`config.mk`:
```
export PLATFORM = sky130hd
export DESIGN_NAME = mouse_brush_stamper_flat
export DESIGN_NICKNAME = d
export VERILOG_FILES = /design/src/rtl/mouse_brush_stamper_pkg.sv /design/src/rtl/mouse_brush_stamper_if.sv /design/src/rtl/mouse_brush_stamper_axis_clip.sv /design/src/rtl/mouse_brush_stamper.sv /design/src/flat_wrapper.sv
export SDC_FILE = /design/constraint.sdc
export NUM_CORES = 1
export LEC_CHECK = 0
export ABC_CLOCK_PERIOD_IN_PS = 4800
export BUFFER_PORTS_ARGS = -buffer_cell sky130_fd_sc_hd__buf_2
export CAP_MARGIN = 0
export CORE_MARGIN = 2
export CORE_UTILIZATION = 23
export DETAILED_ROUTE_END_ITERATION = 10
export GPL_TIMING_DRIVEN = 0
export PLACE_DENSITY = 0.41
export SYNTH_ARGS = -nofsm -noshare
export SYNTH_HDL_FRONTEND = slang
export SYNTH_SLANG_ARGS = --single-unit
```
`constraint.sdc`:
```
create_clock -name clk_i -period 4.8 [get_ports clk_i]
set_clock_uncertainty 0.15 [all_clocks]
set_input_delay 0.48 -clock clk_i [delete_from_list [all_inputs] [get_ports clk_i]]
set_output_delay 0.48 -clock clk_i [all_outputs]
set_load 0.01 [all_outputs]
```
`src/rtl/mouse_brush_stamper_pkg.sv`:
```
// Shared types and default playfield geometry for the falling-sand brush path.
package falling_sand_pkg;

   localparam int unsigned DEFAULT_COLUMNS = 640;
   localparam int unsigned DEFAULT_ROWS    = 400;

   typedef enum logic [1:0] {
      IDLE  = 2'd0,
      SETUP = 2'd1,
      WRITE = 2'd2,
      DONE  = 2'd3
   } brush_state_t;

   typedef enum logic [1:0] {
      EMPTY = 2'b00,
      SAND  = 2'b01,
      WATER = 2'b10,
      WALL  = 2'b11
   } particle_t;

endpackage

```
`src/rtl/mouse_brush_stamper_if.sv`:
```
// VRAM write-port bus between the brush stamper and the write-port mux.
interface mouse_brush_stamper_if #(
   parameter int unsigned ADDR_WIDTH = $clog2(640 * 400),
   parameter int unsigned DATA_WIDTH = 2
);
   logic [ADDR_WIDTH-1:0] wr_address_o;
   logic [DATA_WIDTH-1:0] wr_data_o;
   logic                  wr_en_o;
   logic                  grant_i;

   modport master (
      output wr_address_o,
      output wr_data_o,
      output wr_en_o,
      input  grant_i
   );

   modport slave (
      input  wr_address_o,
      input  wr_data_o,
      input  wr_en_o,
      output grant_i
   );
endinterface

```
`src/rtl/mouse_brush_stamper_axis_clip.sv`:
```
// Clips one brush axis [pos-R, pos+R] to [0, LIMIT-1].
module brush_axis_clip #(
   parameter int unsigned LIMIT = 640,
   parameter int unsigned R     = 2,
   parameter int unsigned W     = $clog2(LIMIT)
) (
   input  logic [W-1:0] pos,
   output logic [W-1:0] lo,
   output logic [W-1:0] hi
);
   localparam logic [W:0] R_EXT   = (W+1)'(R);
   localparam logic [W:0] MAX_EXT = (W+1)'(LIMIT - 1);

   logic [W:0] pos_ext;
   logic [W:0] sum;

   // Extended by one bit so pos+R cannot wrap before the upper clamp.
   always_comb begin
      pos_ext = {1'b0, pos};
      sum     = pos_ext + R_EXT;
      lo      = (pos_ext < R_EXT) ? '0 : W'(pos_ext - R_EXT);
      hi      = (sum > MAX_EXT) ? MAX_EXT[W-1:0] : sum[W-1:0];
   end
endmodule

```
`src/rtl/mouse_brush_stamper.sv`:
```
// Paints a clipped square brush around the cursor into VRAM, one pixel per
// granted cycle, in row-major order.
// Optional: BRUSH_SKIP_REPEAT_EN suppresses a stamp identical to the last
// completed one (same x, y and type).
module mouse_brush_stamper
   import falling_sand_pkg::*;
#(
   parameter int unsigned COLUMNS      = DEFAULT_COLUMNS,
   parameter int unsigned ROWS         = DEFAULT_ROWS,
   parameter int unsigned ADDR_WIDTH   = $clog2(COLUMNS * ROWS),
   parameter int unsigned DATA_WIDTH   = 2,
   parameter int unsigned BRUSH_RADIUS = 2
) (
   input  logic                       clk_i,
   input  logic                       reset_i,
   input  logic                       draw_en_i,
   input  logic [DATA_WIDTH-1:0]      pixel_type_i,
   input  logic [$clog2(COLUMNS)-1:0] mouse_x_position_i,
   input  logic [$clog2(ROWS)-1:0]    mouse_y_position_i,
   mouse_brush_stamper_if.master      vram,
   output logic                       busy_o,
   output logic                       stamp_done_o
);
   localparam int unsigned XW = $clog2(COLUMNS);
   localparam int unsigned YW = $clog2(ROWS);

   brush_state_t state_q, state_d;

   logic [XW-1:0]         x_q, x0_q, x1_q, col_q;
   logic [YW-1:0]         y_q, y1_q, row_q;
   logic [DATA_WIDTH-1:0] type_q;
   logic [ADDR_WIDTH-1:0] row_base_q;

   logic [XW-1:0] x_lo, x_hi;
   logic [YW-1:0] y_lo, y_hi;
   logic          repeat_hit;
   logic          start;
   logic          last_pixel;

   brush_axis_clip #(.LIMIT(COLUMNS), .R(BRUSH_RADIUS), .W(XW)) u_clip_x (
      .pos (x_q),
      .lo  (x_lo),
      .hi  (x_hi)
   );

   brush_axis_clip #(.LIMIT(ROWS), .R(BRUSH_RADIUS), .W(YW)) u_clip_y (
      .pos (y_q),
      .lo  (y_lo),
      .hi  (y_hi)
   );

`ifdef BRUSH_SKIP_REPEAT_EN
   logic [XW-1:0]         last_x_q;
   logic [YW-1:0]         last_y_q;
   logic [DATA_WIDTH-1:0] last_type_q;
   logic                  last_valid_q;

   // Remember the parameters of the last stamp that ran to completion.
   always_ff @(posedge clk_i or negedge reset_i) begin
      if (!reset_i) begin
         last_x_q     <= '0;
         last_y_q     <= '0;
         last_type_q  <= '0;
         last_valid_q <= 1'b0;
      end else if (state_q == DONE) begin
         last_x_q     <= x_q;
         last_y_q     <= y_q;
         last_type_q  <= type_q;
         last_valid_q <= 1'b1;
      end
   end

   // A request matching the last completed stamp would rewrite identical pixels.
   always_comb begin
      repeat_hit = last_valid_q &&
                   (mouse_x_position_i == last_x_q) &&
                   (mouse_y_position_i == last_y_q) &&
                   (pixel_type_i == last_type_q);
   end
`else
   // Every acceptance performs a full stamp.
   always_comb begin
      repeat_hit = 1'b0;
   end
`endif

   // Acceptance and end-of-brush decode shared by the FSM and datapath.
   always_comb begin
      start      = (state_q == IDLE) && draw_en_i && !repeat_hit;
      last_pixel = (col_q == x1_q) && (row_q == y1_q);
   end

   // State register.
   always_ff @(posedge clk_i or negedge reset_i) begin
      if (!reset_i) state_q <= IDLE;
      else          state_q <= state_d;
   end

   // Next-state logic.
   always_comb begin
      state_d = state_q;
      unique case (state_q)
         IDLE:  if (start) state_d = SETUP;
         SETUP: state_d = WRITE;
         WRITE: if (vram.grant_i && last_pixel) state_d = DONE;
         DONE:  state_d = IDLE;
         default: state_d = IDLE;
      endcase
   end

   // Latch the request, register the clipped window, then walk it row-major.
   always_ff @(posedge clk_i or negedge reset_i) begin
      if (!reset_i) begin
         x_q        <= '0;
         y_q        <= '0;
         type_q     <= '0;
         x0_q       <= '0;
         x1_q       <= '0;
         y1_q       <= '0;
         col_q      <= '0;
         row_q      <= '0;
         row_base_q <= '0;
      end else begin
         unique case (state_q)
            IDLE: begin
               if (start) begin
                  x_q    <= mouse_x_position_i;
                  y_q    <= mouse_y_position_i;
                  type_q <= pixel_type_i;
               end
            end
            SETUP: begin
               x0_q       <= x_lo;
               x1_q       <= x_hi;
               y1_q       <= y_hi;
               col_q      <= x_lo;
               row_q      <= y_lo;
               // Only multiply in the design; rows afterwards advance by adding COLUMNS.
               row_base_q <= ADDR_WIDTH'(y_lo) * ADDR_WIDTH'(COLUMNS);
            end
            WRITE: begin
               if (vram.grant_i) begin
                  if (col_q < x1_q) begin
                     col_q <= col_q + XW'(1);
                  end else begin
                     col_q      <= x0_q;
                     row_q      <= row_q + YW'(1);
                     row_base_q <= row_base_q + ADDR_WIDTH'(COLUMNS);
                  end
               end
            end
            default: ;
         endcase
      end
   end

   assign vram.wr_en_o      = (state_q == WRITE);
   assign vram.wr_address_o = (state_q == WRITE) ? (row_base_q + ADDR_WIDTH'(col_q)) : '0;
   assign vram.wr_data_o    = (state_q == WRITE) ? type_q : '0;
   assign busy_o            = (state_q != IDLE);
   assign stamp_done_o      = (state_q == DONE);

endmodule

```
`src/flat_wrapper.sv`:
```
// flat-port wrapper written by rule: the top's interface ports become plain ports
module mouse_brush_stamper_flat import falling_sand_pkg::*;
#(
   parameter int unsigned COLUMNS      = DEFAULT_COLUMNS,
   parameter int unsigned ROWS         = DEFAULT_ROWS,
   parameter int unsigned ADDR_WIDTH   = $clog2(COLUMNS * ROWS),
   parameter int unsigned DATA_WIDTH   = 2,
   parameter int unsigned BRUSH_RADIUS = 2
)
  (clk_i, reset_i, draw_en_i, pixel_type_i, mouse_x_position_i, mouse_y_position_i, busy_o, stamp_done_o, vram_wr_address_o, vram_wr_data_o, vram_wr_en_o, vram_grant_i);
  mouse_brush_stamper_if #(.ADDR_WIDTH(ADDR_WIDTH), .DATA_WIDTH(DATA_WIDTH)) vram_i ();
  input  logic clk_i;
  input  logic reset_i;
  input  logic draw_en_i;
  input  logic [DATA_WIDTH-1:0] pixel_type_i;
  input  logic [$clog2(COLUMNS)-1:0] mouse_x_position_i;
  input  logic [$clog2(ROWS)-1:0] mouse_y_position_i;
  output logic busy_o;
  output logic stamp_done_o;
  output wire logic [$bits(vram_i.wr_address_o)-1:0] vram_wr_address_o;
  output wire logic [$bits(vram_i.wr_data_o)-1:0] vram_wr_data_o;
  output wire logic [$bits(vram_i.wr_en_o)-1:0] vram_wr_en_o;
  input wire logic [$bits(vram_i.grant_i)-1:0] vram_grant_i;
  assign vram_wr_address_o = vram_i.wr_address_o;
  assign vram_wr_data_o = vram_i.wr_data_o;
  assign vram_wr_en_o = vram_i.wr_en_o;
  assign vram_i.grant_i = vram_grant_i;
  mouse_brush_stamper #(.COLUMNS(COLUMNS), .ROWS(ROWS), .ADDR_WIDTH(ADDR_WIDTH), .DATA_WIDTH(DATA_WIDTH), .BRUSH_RADIUS(BRUSH_RADIUS)) u_core (.clk_i(clk_i), .reset_i(reset_i), .draw_en_i(draw_en_i), .pixel_type_i(pixel_type_i), .mouse_x_position_i(mouse_x_position_i), .mouse_y_position_i(mouse_y_position_i), .vram(vram_i), .busy_o(busy_o), .stamp_done_o(stamp_done_o));
endmodule
```
======== Word-level counts from Yosys, hierarchy flattened ========
Cells that the tools add are included.
Widths: inputs -> output; s select.
operators by class
  $mul .................................... 1
  order comparisons ....................... 5
  muxes and demuxes ....................... 18
  add/sub/neg operators ................... 8
  reductions and logical operators ........ 10
  equality and inequality tests ........... 9
operators with widths
  cell                    number
  $mux 18                 3
  $mux 10                 4
  $mux 9                  4
  $pmux 18 s2             1
  $pmux 10 s2             1
  $add 18x10->18          1
  $add 18x10->18 const B  1
  $pmux 9 s2              1
  $add 10x2->11 const B   1
  $gt 11x10->1 const B    1
  $mul 9x3->11 const B    1
  $add 10x1->10 const B   1
  $add 9x2->10 const B    1
  $eq 10x10->1            1
  $gt 10x9->1 const B     1
  $lt 10x10->1            1
  $lt 10x2->1 const B     1
  $sub 10x2->10 const B   1
  $add 9x1->9 const B     1
  $eq 9x9->1              1
  $lt 9x2->1 const B      1
  $sub 9x2->9 const B     1
  $pmux 2 s4              1
  $mux 2                  3
  9 further kinds         17
word-level totals
  output and inout bits ................... 23
  word-level logic and storage cells ...... 61
  register bits after elaboration ......... 89

======== Depth between registers and ports, before layout ========
Gate-level depths: netlist of run 1.
  depth in word-level cells ............... 5
  depth in mapped cells ................... 16
  mapped depth without buffers ............ 16

======== Modules after synthesis ========
Synthesis of run 1 repeated with hierarchy kept, for this count alone.
second synthesis, totals
  cells, all modules ...................... 686
  area total of the unflattened synthesis .. 6271.0 um2
modules (own cells, without submodules)
  module                             cells each  area each (um2)  times used
  mouse_brush_stamper                505         5044.8           1
  brush_axis_clip (u_core.u_clip_x)  108         743.2            1
  brush_axis_clip (u_core.u_clip_y)  73          483.0            1

======== Worst setup path after synthesis of run 1 ========
No wires, ideal clock.
  kind .................................... register to register
  start point ............................. register u_core.y_q[1]
  end point ............................... register u_core.row_base_q[16]
  setup slack ............................. 1.298 ns
  setup time .............................. 0.082 ns
  clock period less this slack ............ 3.502 ns
  required time ........................... 4.568 ns
  stages on the path, launching flop included .. 17
  arrival ................................. 3.270 ns
  cells stage by stage .................... dfrtp_1 inv_1 ha_1 or3b_4 nand2b_4 nor3_2 nor2_1 ha_1 ha_1 inv_1 fa_1 nand2b_1 a21oi_1 o21a_1 or3_1 nand3_1 a31oi_1
between the ends
  word-level cells in the longest chain between the ends .. 4
  elaborated cells between the ends (all ways) .. 5
ends and longest elaborated chain
  element                                    RTL line                             source
  from (decl)                                mouse_brush_stamper.sv:30            logic [YW-1:0] y_q, y1_q, row_q;
  from (signal assigned)                     mouse_brush_stamper.sv:128           y_q <= mouse_y_position_i;
  $sub 9x2->9 or $lt 9x2->1 (tied branches)  mouse_brush_stamper_axis_clip.sv:21  lo = (pos_ext < R_EXT) ? '0 : W'(pos_ext - R_EXT);
  $mux 9 *                                   mouse_brush_stamper_axis_clip.sv:21
  $mul 9x3->11 *                             mouse_brush_stamper.sv:139           row_base_q <= ADDR_WIDTH'(y_lo) * ADDR_WIDTH'(COLUMNS);
  $pmux 18 s2 *                              mouse_brush_stamper.sv:124           unique case (state_q)
  to (signal assigned)                       mouse_brush_stamper.sv:139
  to (signal assigned)                       mouse_brush_stamper.sv:148           row_base_q <= row_base_q + ADDR_WIDTH'(COLUMNS);
  to (decl)                                  mouse_brush_stamper.sv:32            logic [ADDR_WIDTH-1:0] row_base_q;
Every way passes the cells marked *; elsewhere a longest branch is shown, timed or not.
A chain may end at the register's enable or synchronous reset.

======== Worst setup path after layout of run 1 ========
Same ends and word-level chain as after synthesis.

==> results of run 1 <==
==> logic make-up after synthesis <==
group / after synthesis
adder cells (fa/ha/maj): 41
multiplexers: 42
other: 1
flip-flops: 82
AND/OR/NAND/NOR: 215
AO/OA/AOI/OAI: 159
buffers and inverters: 67
XOR/XNOR: 43
==> critical path, delay by kind of cell (launching register included) <==
| kind | cells | cell delay (ns) |
|---|---|---|
| buffers and inverters | 2 | 0.23 |
| AO/OA/AOI/OAI | 3 | 0.54 |
| adder cells (fa/ha/maj) | 4 | 1.10 |
| flip-flops | 1 | 0.55 |
| AND/OR/NAND/NOR | 7 | 1.60 |
==> metrics by stage <==
| stage | power, mW | cell area [um^2] | setup slack [ns] |
|---|---|---|---|
| global route | 6.599 | 6850 | 0.1228 |
| detailed placement | 5.189 | 6518 | 0.5722 |
| CTS | 6.013 | 6850 | 0.5566 |
| global placement | 5.198 | 6487 | 0.5533 |
| floorplan | 4.108 | 5839 | 1.298 |
| finish | 5.947 | 6853 | 0.5541 |
==> report_power, final <==
group	switching, mW	leakage [nW]	internal [mW]
clock network	0.286	0.156	0.504
logic	2.16	1.80	1.56
registers	0.382	0.957	1.06
==> cell usage in the layout (no fill, tap or decap), types with 19 or more instances in the layout <==
master and instances:
sky130_fd_sc_hd__o21ai_0 40, sky130_fd_sc_hd__inv_1 30, sky130_fd_sc_hd__buf_2 60, sky130_fd_sc_hd__clkbuf_1 19, sky130_fd_sc_hd__mux2_2 34, sky130_fd_sc_hd__a21oi_1 43, sky130_fd_sc_hd__ha_1 40, sky130_fd_sc_hd__xnor2_1 19
sky130_fd_sc_hd__nand3_1 21, sky130_fd_sc_hd__nor2_1 58, sky130_fd_sc_hd__dfrtp_1 82, sky130_fd_sc_hd__xor2_1 24, sky130_fd_sc_hd__nand2_1 44
==> final cells by class <==
class	instances	area, um^2	area share
Tap cell	330	412.9	0.06025
Buffer	37	178.9	0.02611
Sequential cell	82	2052	0.2994
Antenna cell	1	2.502	0.0003652
Clock buffer	11	232.7	0.03396
Timing Repair Buffer	49	275.3	0.04017
Multi-Input combinational cell	501	3496	0.5101
Inverter	30	112.6	0.01643
Clock inverter	3	90.09	0.01315
==> worst paths after layout <==
path	cells past startpoint	to	slack, ns
min in group asynchronous	2	u_core.col_q[3]	0.52
worst min-delay path	2	u_core.y_q[5]	0.22
worst max-delay path	16	u_core.row_base_q[16]	0.55
worst min register to register	1	u_core.x1_q[9]	0.35
worst max register to register	16	u_core.row_base_q[16]	0.55
max in group asynchronous	3	u_core.x_q[1]	3.34
==> repair_timing <==
action,CTS,global route
endpoints found under the hold margin,2,0
setup buffers,0,0
hold buffers,1,0
==> sequential cells by signal, summed over array words and instances (netlist names) <==
name / count
u_core.row_base_q: 11
u_core.col_q: 10
u_core.type_q: 2
u_core.y_q: 9
u_core.row_q: 9
u_core.x1_q: 10
u_core.x_q: 10
u_core.y1_q: 9
u_core.x0_q: 10
u_core.state_q: 2
==> metal layers <==
metal / up-vias / part of all wire
met1: 2313 / 0.54
li1: 2440 / -
met4: 0 / 0.011
met2: 73 / 0.42
met5: - / 0
met3: 9 / 0.030
==> summary.log, run 1 <==
[drt] final wirelength 16930 um
[layout] layout overhead on the synthesized area 17.36%
[yosys] multiplexer area fraction after synthesis 0.08014
[timing] Fin Setup TNS 0 ns
[die] die area 0.02668 mm^2
[yosys] sequential cell area fraction in the yosys report 0.3514
[min_path] class of the tightest hold or removal check in2reg
[placed_design] number of buffer cells added on primary ports 47
[timing] Final Slew Violations 0
[yosys] top-area cell type share of the netlist area 0.3514
[placed_design] DP HPWL 12760 um
[timing] transition at the pin with the smallest max-transition slack 0.7929 ns
[global_routing] wire length of the first global-routing pass 27660 um
[yosys] simple-gate share of the synthesized area 0.1911
[timing] f_max 0.2355 GHz
[setup_path] data required time of the critical path 4.92 ns
[drt] average routed wire per standard cell 16.22 um
[global_routing] overflow left after global routing 0
[yosys] Cell variety after synth 66
[layout] final-layout fill cell count 2681
[outcome] status finished, final reports clean
[power_and_ir_drop] worst vdd ir 0.2271 mV
[cts] clock buffer depth 2
[cts] worst-skew pair later-pin latency 0.34 ns
[global_routing] pin count of the biggest net entering global routing 49
[setup_path] Crit. Startpoint u_core.y_q[1]
[cts] library cell used as clock root buffer sky130_fd_sc_hd__clkbuf_16
[yosys] leading area contributor after synthesis sky130_fd_sc_hd__dfrtp_1
[timing] RSZ-0062 raised after global routing no
[layout] Cell Count, Final, Fillers Out 1044
[drt] final routed DRC violation total 0
[drt] iteration count of the initial detailed-routing pass 4
[yosys] synthesized area 0.005839 mm^2
[yosys] Most used DFF post-synth sky130_fd_sc_hd__dfrtp_1
[yosys] number of warnings reported in the yosys synthesis log 0
[setup_path] Largest stage delay, worst path 0.55 ns
[setup_path] most prevalent standard cell on the critical path sky130_fd_sc_hd__ha_1
[yosys] number of enable-type register cells in the synthesized netlist 0
[cts] count of cells resized by post-cts repair 0
[setup_path] CP Class reg2reg
[yosys] most frequent cell after synthesis sky130_fd_sc_hd__dfrtp_1
[placed_design] placed cells 1028
[timing] minimum period implied by the final worst setup slack 4.246 ns
[yosys] main combinational cell family by area after synthesis simple AND/OR/NAND/NOR gates
[min_path] hold path startpoint mouse_y_position_i[5]
[timing] worst relative slew slack 0.4714
[cts] CTS tree done
[die] Die Ht 163.3 um
[global_routing] vias in the first global route 4759
[timing] final hold violations 0
[yosys] syn nets 716
[cts] H-tree levels 3
[setup_path] nature of the critical path endpoint flop
[die] Die W 163.3 um
[yosys] cell types with the largest area share after synthesis sky130_fd_sc_hd__dfrtp_1 (35%), sky130_fd_sc_hd__ha_1 (8.6%), sky130_fd_sc_hd__mux2_2 (6.6%), sky130_fd_sc_hd__nor2_1 (3.7%), sky130_fd_sc_hd__a21oi_1 (3.7%)
[drt] DR iter-0 viols 341
[yosys] Synth Area per Inst 8.984 um^2
[yosys] fraction of synthesized cell area in xor and xnor cells 0.06450
[timing] count of final setup violators 0
[die] initial core utilization 0.2332
[cts] Reg clk slew, reported paths 0.07 ns
[global_routing] All-Layer GR Usage 0.1341
[yosys] Synth Instances 650
[setup_path] critical-path cell with the highest stage delay sky130_fd_sc_hd__dfrtp_1
[placed_design] placer's final routability congestion estimate 0.7679
[yosys] count of state elements after synthesis 82
[drt] per-cell via count in the routed design 4.631
[global_routing] initial antenna violation count 1
[die] I/O pins 48
[global_routing] global-route track usage on met1 0.2067
[flow_run] maximum capacitance violations 0
[global_routing] Global Route met3 Usage 0.01676
[layout] total number of nets in the final design 776
[power_and_ir_drop] Pleak 2.916 nW
[die] standard-cell row count 58
[yosys] ys async rst share 1.000
[layout] utilization after layout 0.2737
[power_and_ir_drop] power per standard cell area 867.9 mW/mm^2
[global_routing] met2 track demand over resource in global routing 0.1952
[setup_path] critical-path maximum fanout 9
[yosys] top cells by instance count after synthesis sky130_fd_sc_hd__dfrtp_1 (82), sky130_fd_sc_hd__nor2_1 (58), sky130_fd_sc_hd__nand2_1 (44), sky130_fd_sc_hd__a21oi_1 (43)
[cts] number of sinks handled by clock tree synthesis 82
[setup_path] critical-path cell list inv_1 > ha_1 > or3b_4 > nand2b_4 > nor3_2 > nor2_1 > ha_1 > ha_1 > inv_1 > fa_1 > nand2b_1 > a21oi_1 > o21a_1 > or3_1 > nand3_1 > a31oi_1
[timing] worst hold slack after final layout 0.2181 ns
[drt] overall via count from detail_route 4835
[global_routing] global route hottest layer met1
[setup_path] worst reg2reg startpoint u_core.y_q[1]
[yosys] Synth Area in Compound Gates 0.1731
[setup_path] arrival time of data at the critical path endpoint 4.36 ns
[layout] layout cells sized above 1 0.1823
[drt] Routed Antenna Nets 0
[die] core footprint 0.02504 mm^2
[timing] portion of the clock cycle consumed by the worst path in the final layout 0.8846
[cts] TritonCTS buffer count 9
[setup_path] launching element type of the critical path flop
[yosys] adder and majority gate portion of the synthesized area 0.08914
Note: power is estimated with default switching activity, not from simulation.
==> run 2, diff against run 1 <==
--- a/config.mk
+++ b/config.mk
@@ -8,6 +8,7 @@
 export ABC_CLOCK_PERIOD_IN_PS = 4800
 export BUFFER_PORTS_ARGS = -buffer_cell sky130_fd_sc_hd__buf_2
 export CAP_MARGIN = 0
+export CORE_ASPECT_RATIO = 1.25
 export CORE_MARGIN = 2
 export CORE_UTILIZATION = 23
 export DETAILED_ROUTE_END_ITERATION = 10
==> run 2 against run 1 <==
  * Cell count increased by 0.57%
  * Clock power up 12%
  * Routed wire length is 1.0% higher
  * Utilization is 0.13 points higher
  * Die area about the same
  * First-iteration DRC count down 50%
  * Critical path type unchanged
  * Largest cell class unchanged
  * Highest routed layer unchanged
==> summary.log, run 2 (synthesized netlist as in run 1, its figures left out) <==
[setup_path] worst reg2reg path endpoint u_core.row_base_q[16]
[layout] layout cells sized above 1 0.1874
[cts] clock buffer depth 2
[setup_path] nature of the critical path endpoint flop
[timing] Fin Setup TNS 0 ns
[drt] final wirelength 17100 um
[global_routing] All-Layer GR Usage 0.1329
[cts] worst-skew pair later-pin latency 0.35 ns
[layout] final-layout fill cell count 2716
[setup_path] number of cells traversed by the worst register-to-register path 16
[drt] overall via count from detail_route 4882
[flow_run] maximum capacitance violations 0
[timing] f_max 0.2330 GHz
[timing] count of final setup violators 0
[drt] per-cell via count in the routed design 4.650
[timing] worst relative slew slack 0.5128
[layout] register containing the most flip-flops in the final layout u_core.row_base_q
[power_and_ir_drop] power per standard cell area 870.5 mW/mm^2
[global_routing] initial antenna violation count 0
[setup_path] last element of the critical path u_core.row_base_q[16]
[setup_path] arrival time of data at the critical path endpoint 4.41 ns
[setup_path] critical-path cell with the highest stage delay sky130_fd_sc_hd__dfrtp_1
[setup_path] Stages on worst setup path 16
[placed_design] number of buffer cells added on primary ports 47
[placed_design] DP HPWL 12840 um
[drt] DR iter-0 viols 172
[drt] Routed Antenna Nets 0
[setup_path] data required time of the critical path 4.92 ns
[timing] worst hold slack after final layout 0.2085 ns
[power_and_ir_drop] Pleak 2.944 nW
[min_path] hold path startpoint mouse_x_position_i[5]
[die] core footprint 0.02513 mm^2
[cts] count of cells resized by post-cts repair 0
[timing] portion of the clock cycle consumed by the worst path in the final layout 0.8940
[setup_path] critical-path maximum fanout 9
[timing] final hold violations 0
[timing] Final Slew Violations 0
[cts] Reg clk slew, reported paths 0.06 ns
[min_path] class of the tightest hold or removal check in2reg
[setup_path] CP Class reg2reg
[setup_path] reg-to-reg setup timing slack 0.51 ns
[layout] number of diodes 0
[cts] TritonCTS buffer count 9
[cts] CTS tree done
[outcome] status finished, final reports clean
[layout] most common cell after layout, fill and taps aside sky130_fd_sc_hd__dfrtp_1
[setup_path] most prevalent standard cell on the critical path sky130_fd_sc_hd__ha_1
[setup_path] buffers and inverters on the worst path 2
[cts] H-tree levels 3
[layout] total number of nets in the final design 776
[layout] area used by multi-input combinational logic 0.003496 mm^2
[timing] RSZ-0062 raised after global routing no
[timing] minimum period implied by the final worst setup slack 4.291 ns
[die] die area 0.02669 mm^2
[setup_path] Largest stage delay, worst path 0.52 ns
[die] Die W 146.5 um
[die] standard-cell row count 65
[setup_path] kind of cell adding the most delay to the critical path simple AND/OR/NAND/NOR gates
[global_routing] pin count of the biggest net entering global routing 52
[timing] transition at the pin with the smallest max-transition slack 0.7309 ns
[die] initial core utilization 0.2324
[setup_path] launching element type of the critical path flop
[cts] hold buffer count at cts 1
[power_and_ir_drop] worst vdd ir 0.2614 mV
[setup_path] Crit. Startpoint u_core.y_q[1]
[layout] flip-flop count of the largest register after layout 11
[cts] number of sinks handled by clock tree synthesis 82
[drt] final routed DRC violation total 0
[cts] post-CTS setup buffer count 0
[layout] footprint of the flip-flops and latches 0.002052 mm^2
[drt] iteration count of the initial detailed-routing pass 4
[setup_path] critical-path cell list inv_1 > ha_1 > or3b_4 > nand2b_4 > nor3_2 > nor2_1 > ha_1 > ha_1 > inv_1 > fa_1 > nand2b_1 > a21oi_1 > o21a_1 > or3_1 > nand3_1 > a31oi_1
[layout] top library cells by usage in the layout, fill and taps aside sky130_fd_sc_hd__dfrtp_1 (82), sky130_fd_sc_hd__buf_2 (60), sky130_fd_sc_hd__nor2_1 (58), sky130_fd_sc_hd__nand2_1 (44), sky130_fd_sc_hd__a21oi_1 (43)
[setup_path] worst reg2reg startpoint u_core.y_q[1]
[drt] average routed wire per standard cell 16.29 um
[cts] library cell used as clock root buffer sky130_fd_sc_hd__clkbuf_16
[global_routing] vias in the first global route 4990
[global_routing] overflow left after global routing 0
[die] I/O pins 48
[placed_design] placer's final routability congestion estimate 0.7590
[power_and_ir_drop] final total power 6.016 mW
[die] Die Ht 182.1 um
[global_routing] wire length of the first global-routing pass 27930 um
[layout] layout overhead on the synthesized area 18.34%
[run 2: cell count changes in the layout (fill, tap and decap cells not counted)]
cell | before | now
sky130_fd_sc_hd__bufinv_16 | 3 | 4
sky130_fd_sc_hd__clkbuf_1 | 19 | 17
sky130_fd_sc_hd__diode_2 | 1 | 0
sky130_fd_sc_hd__clkbuf_8 | 0 | 1
sky130_fd_sc_hd__clkinv_4 | 0 | 2
[run 2: cell type report]
class                           count  area share
Clock inverter                      6     0.01992
Sequential cell                    82      0.2969
Tap cell                          335     0.06066
Timing Repair Buffer               49     0.03983
Buffer                             37     0.02589
Multi-Input combinational cell    501      0.5059
Inverter                           30     0.01630
Clock buffer                       10     0.03458
[run 2: worst min path at each step]
stage / end / slack [ns] / cells after the start
5_1_grt: u_core.type_q[1] / 0.21 / 2
3_3_place_gp: u_core.x1_q[9] / 0.32 / 1
2_1_floorplan: u_core.col_q[0] / 0.03 / 0
3_5_place_dp: u_core.y_q[5] / 0.33 / 1
4_1_cts: u_core.type_q[1] / 0.19 / 2
6_report: u_core.x_q[5] / 0.21 / 2
[run 2: power by group]
part           total, mW  switching [mW]  internal [mW]
clock              0.887           0.310          0.578
sequential          1.43           0.376           1.06
combinational       3.70            2.14           1.56
total               6.02            2.82           3.19
[run 2: stage by stage]
step / setup WS (ns) / cell area, um^2 / utilization / instances
4_1_cts: 0.4999 / 6910 / 0.2750 / 1050
2_1_floorplan: 1.298 / 5839 / - / 650
5_1_grt: 0.1817 / 6910 / 0.2750 / 1050
3_3_place_gp: 0.5408 / 6494 / 0.2584 / 1032
6_report: 0.5088 / 6910 / 0.2750 / 1050
3_5_place_dp: 0.5112 / 6524 / 0.2596 / 1033
[run 2: metal layers]
metal  track usage  vias up  part of all wire
li1              -     2449                 -
met1        0.1832     2349              0.49
met2        0.2142       70              0.47
met3       0.01850       14             0.024
met4       0.04466        0             0.015
met5             0        -                 0
==> run 3, diff against run 2 <==
--- a/config.mk
+++ b/config.mk
@@ -11,9 +11,11 @@
 export CORE_ASPECT_RATIO = 1.25
 export CORE_MARGIN = 2
 export CORE_UTILIZATION = 23
+export CTS_BUF_LIST = sky130_fd_sc_hd__clkbuf_4 sky130_fd_sc_hd__clkbuf_8
 export DETAILED_ROUTE_END_ITERATION = 10
 export GPL_TIMING_DRIVEN = 0
 export PLACE_DENSITY = 0.41
+export SKIP_LAST_GASP = 1
 export SYNTH_ARGS = -nofsm -noshare
 export SYNTH_HDL_FRONTEND = slang
 export SYNTH_SLANG_ARGS = --single-unit
==> run 3 against run 2 <==
  * Utilization down 0.40 points
  * First-iteration DRC count up 9.3%
  * Fmax down 0.58%
  * Routed wire length up 0.56%
  * Global-route usage about the same
  * Register-to-register slack worse by 0.02 ns
  * Via count up 0.10%
  * Total power down 3.0%
  * Largest cell class unchanged
  * Sequential share of layout area up 0.44 points
  * Die area unchanged
==> summary.log, run 3 (synthesized netlist as in run 1, its figures left out) <==
[setup_path] launching element type of the critical path flop
[cts] number of sinks handled by clock tree synthesis 82
[global_routing] vias in the first global route 4988
[setup_path] CP Class reg2reg
[placed_design] worst slack after detailed placement 0.5112 ns
[global_routing] wire length of the first global-routing pass 27930 um
[drt] overall via count from detail_route 4887
[drt] average routed wire per standard cell 16.38 um
[setup_path] Largest stage delay, worst path 0.54 ns
[drt] final wirelength 17200 um
[min_path] end point of the worst hold path u_core.type_q[1]
[timing] portion of the clock cycle consumed by the worst path in the final layout 0.8992
[layout] most common cell after layout, fill and taps aside sky130_fd_sc_hd__dfrtp_1
[setup_path] reg-to-reg setup timing slack 0.48 ns
[cts] count of cells resized by post-cts repair 0
[drt] iteration count of the initial detailed-routing pass 4
[timing] final hold violations 0
[layout] footprint of the flip-flops and latches 0.002052 mm^2
[layout] top library cells by usage in the layout, fill and taps aside sky130_fd_sc_hd__dfrtp_1 (82), sky130_fd_sc_hd__buf_2 (60), sky130_fd_sc_hd__nor2_1 (58), sky130_fd_sc_hd__nand2_1 (44), sky130_fd_sc_hd__a21oi_1 (43)
[global_routing] pin count of the biggest net entering global routing 52
[min_path] hold path startpoint pixel_type_i[1]
[placed_design] DP HPWL 12840 um
[timing] f_max 0.2317 GHz
[die] die area 0.02669 mm^2
[cts] clock buffer depth 2
[layout] utilization after layout 0.2709
[cts] H-tree levels 3
[global_routing] initial antenna violation count 0
[layout] flip-flop count of the largest register after layout 11
[timing] worst hold slack after final layout 0.1650 ns
[layout] total number of nets in the final design 776
[placed_design] number of buffer cells added on primary ports 47
[power_and_ir_drop] worst vdd ir 0.2126 mV
[die] initial core utilization 0.2324
[timing] min setup slack post-route 0.4840 ns
[power_and_ir_drop] power per standard cell area 857.2 mW/mm^2
[die] I/O pins 48
[timing] Final Slew Violations 0
[setup_path] data required time of the critical path 4.96 ns
[cts] Reg clk slew, reported paths 0.09 ns
[cts] hold buffer count at cts 1
[global_routing] overflow left after global routing 0
[layout] layout cells sized above 1 0.1874
[timing] minimum period implied by the final worst setup slack 4.316 ns
[timing] count of final setup violators 0
[die] Die W 146.5 um
[timing] worst relative slew slack 0.5097
[die] standard-cell row count 65
[timing] Fin Setup TNS 0 ns
[setup_path] arrival time of data at the critical path endpoint 4.48 ns
[min_path] class of the tightest hold or removal check in2reg
[layout] area used by multi-input combinational logic 0.003496 mm^2
[die] core footprint 0.02513 mm^2
[setup_path] nature of the critical path endpoint flop
[global_routing] All-Layer GR Usage 0.1332
[cts] library cell used as clock root buffer sky130_fd_sc_hd__clkbuf_8
[setup_path] buffers and inverters on the worst path 2
[layout] Cell Count, Final, Fillers Out 1050
[power_and_ir_drop] Pleak 2.897 nW
[setup_path] critical-path maximum fanout 9
[drt] per-cell via count in the routed design 4.654
[placed_design] placed cells 1033
[setup_path] most prevalent standard cell on the critical path sky130_fd_sc_hd__ha_1
[timing] transition at the pin with the smallest max-transition slack 0.7354 ns
[drt] Routed Antenna Nets 0
[layout] number of diodes 0
[cts] CTS tree done
[layout] final-layout fill cell count 2729
[setup_path] number of cells traversed by the worst register-to-register path 16
[setup_path] critical-path cell with the highest stage delay sky130_fd_sc_hd__dfrtp_1
[drt] final routed DRC violation total 0
[layout] layout overhead on the synthesized area 16.61%
[timing] RSZ-0062 raised after global routing no
[cts] TritonCTS buffer count 9
[setup_path] worst reg2reg startpoint u_core.y_q[1]
[setup_path] worst reg2reg path endpoint u_core.row_base_q[16]
[die] Die Ht 182.1 um
[layout] register containing the most flip-flops in the final layout u_core.row_base_q
[placed_design] placer's final routability congestion estimate 0.7590
[drt] DR iter-0 viols 188
[outcome] status finished, final reports clean
[cts] worst-skew pair later-pin latency 0.39 ns
[setup_path] kind of cell adding the most delay to the critical path simple AND/OR/NAND/NOR gates
[flow_run] maximum capacitance violations 0
[setup_path] critical-path cell list inv_1 > ha_1 > or3b_4 > nand2b_4 > nor3_2 > nor2_1 > ha_1 > ha_1 > inv_1 > fa_1 > nand2b_1 > a21oi_1 > o21a_1 > or3_1 > nand3_1 > a31oi_1
[min_path] Worst Hold Depth 2
[cts] post-CTS setup buffer count 0
## run 3: cell count changes in the layout (fill, tap and decap cells not counted)
cell / delta
sky130_fd_sc_hd__clkbuf_16: -9
sky130_fd_sc_hd__clkbuf_8: +9
## run 3: layer usage
metal / track usage / vias to the layer above / wire [um]
li1: - / 2445 / -
met1: 0.1824 / 2362 / 8449
met2: 0.2147 / 69 / 8135
met3: 0.01850 / 11 / 396
met4: 0.04816 / 0 / 216
met5: 0 / - / 0
## run 3: worst max path at each step
stage	start	end	slack (ns)	cells after the start
floorplan	u_core.y_q[1]	u_core.row_base_q[16]	1.30	16
finish	u_core.y_q[1]	u_core.row_base_q[16]	0.48	16
CTS	u_core.y_q[1]	u_core.row_base_q[16]	0.48	16
global placement	u_core.y_q[1]	u_core.row_base_q[16]	0.54	16
global route	u_core.y_q[1]	u_core.row_base_q[16]	0.18	16
detailed placement	u_core.y_q[1]	u_core.row_base_q[16]	0.51	16
## run 3: cell type report
class                           count  share of cell area
Multi-Input combinational cell    501              0.5134
Sequential cell                    82              0.3014
Tap cell                          335             0.06156
Timing Repair Buffer               49             0.04043
Buffer                             37             0.02628
Clock buffer                       10             0.02021
Clock inverter                      6             0.02021
Inverter                           30             0.01654
## run 3: where the power goes
part	switching, mW	internal [mW]	leakage (nW)	total (mW)
sequential	0.378	1.05	0.957	1.43
clock	0.294	0.414	0.137	0.708
combinational	2.14	1.56	1.80	3.70
## run 3: stage by stage
stage          total power, mW  instance area [um^2]
6_report                 5.837                  6809
5_1_grt                  6.470                  6809
4_1_cts                  5.926                  6809
3_5_place_dp             5.185                  6524
3_3_place_gp             5.182                  6494
2_1_floorplan            4.108                  5839
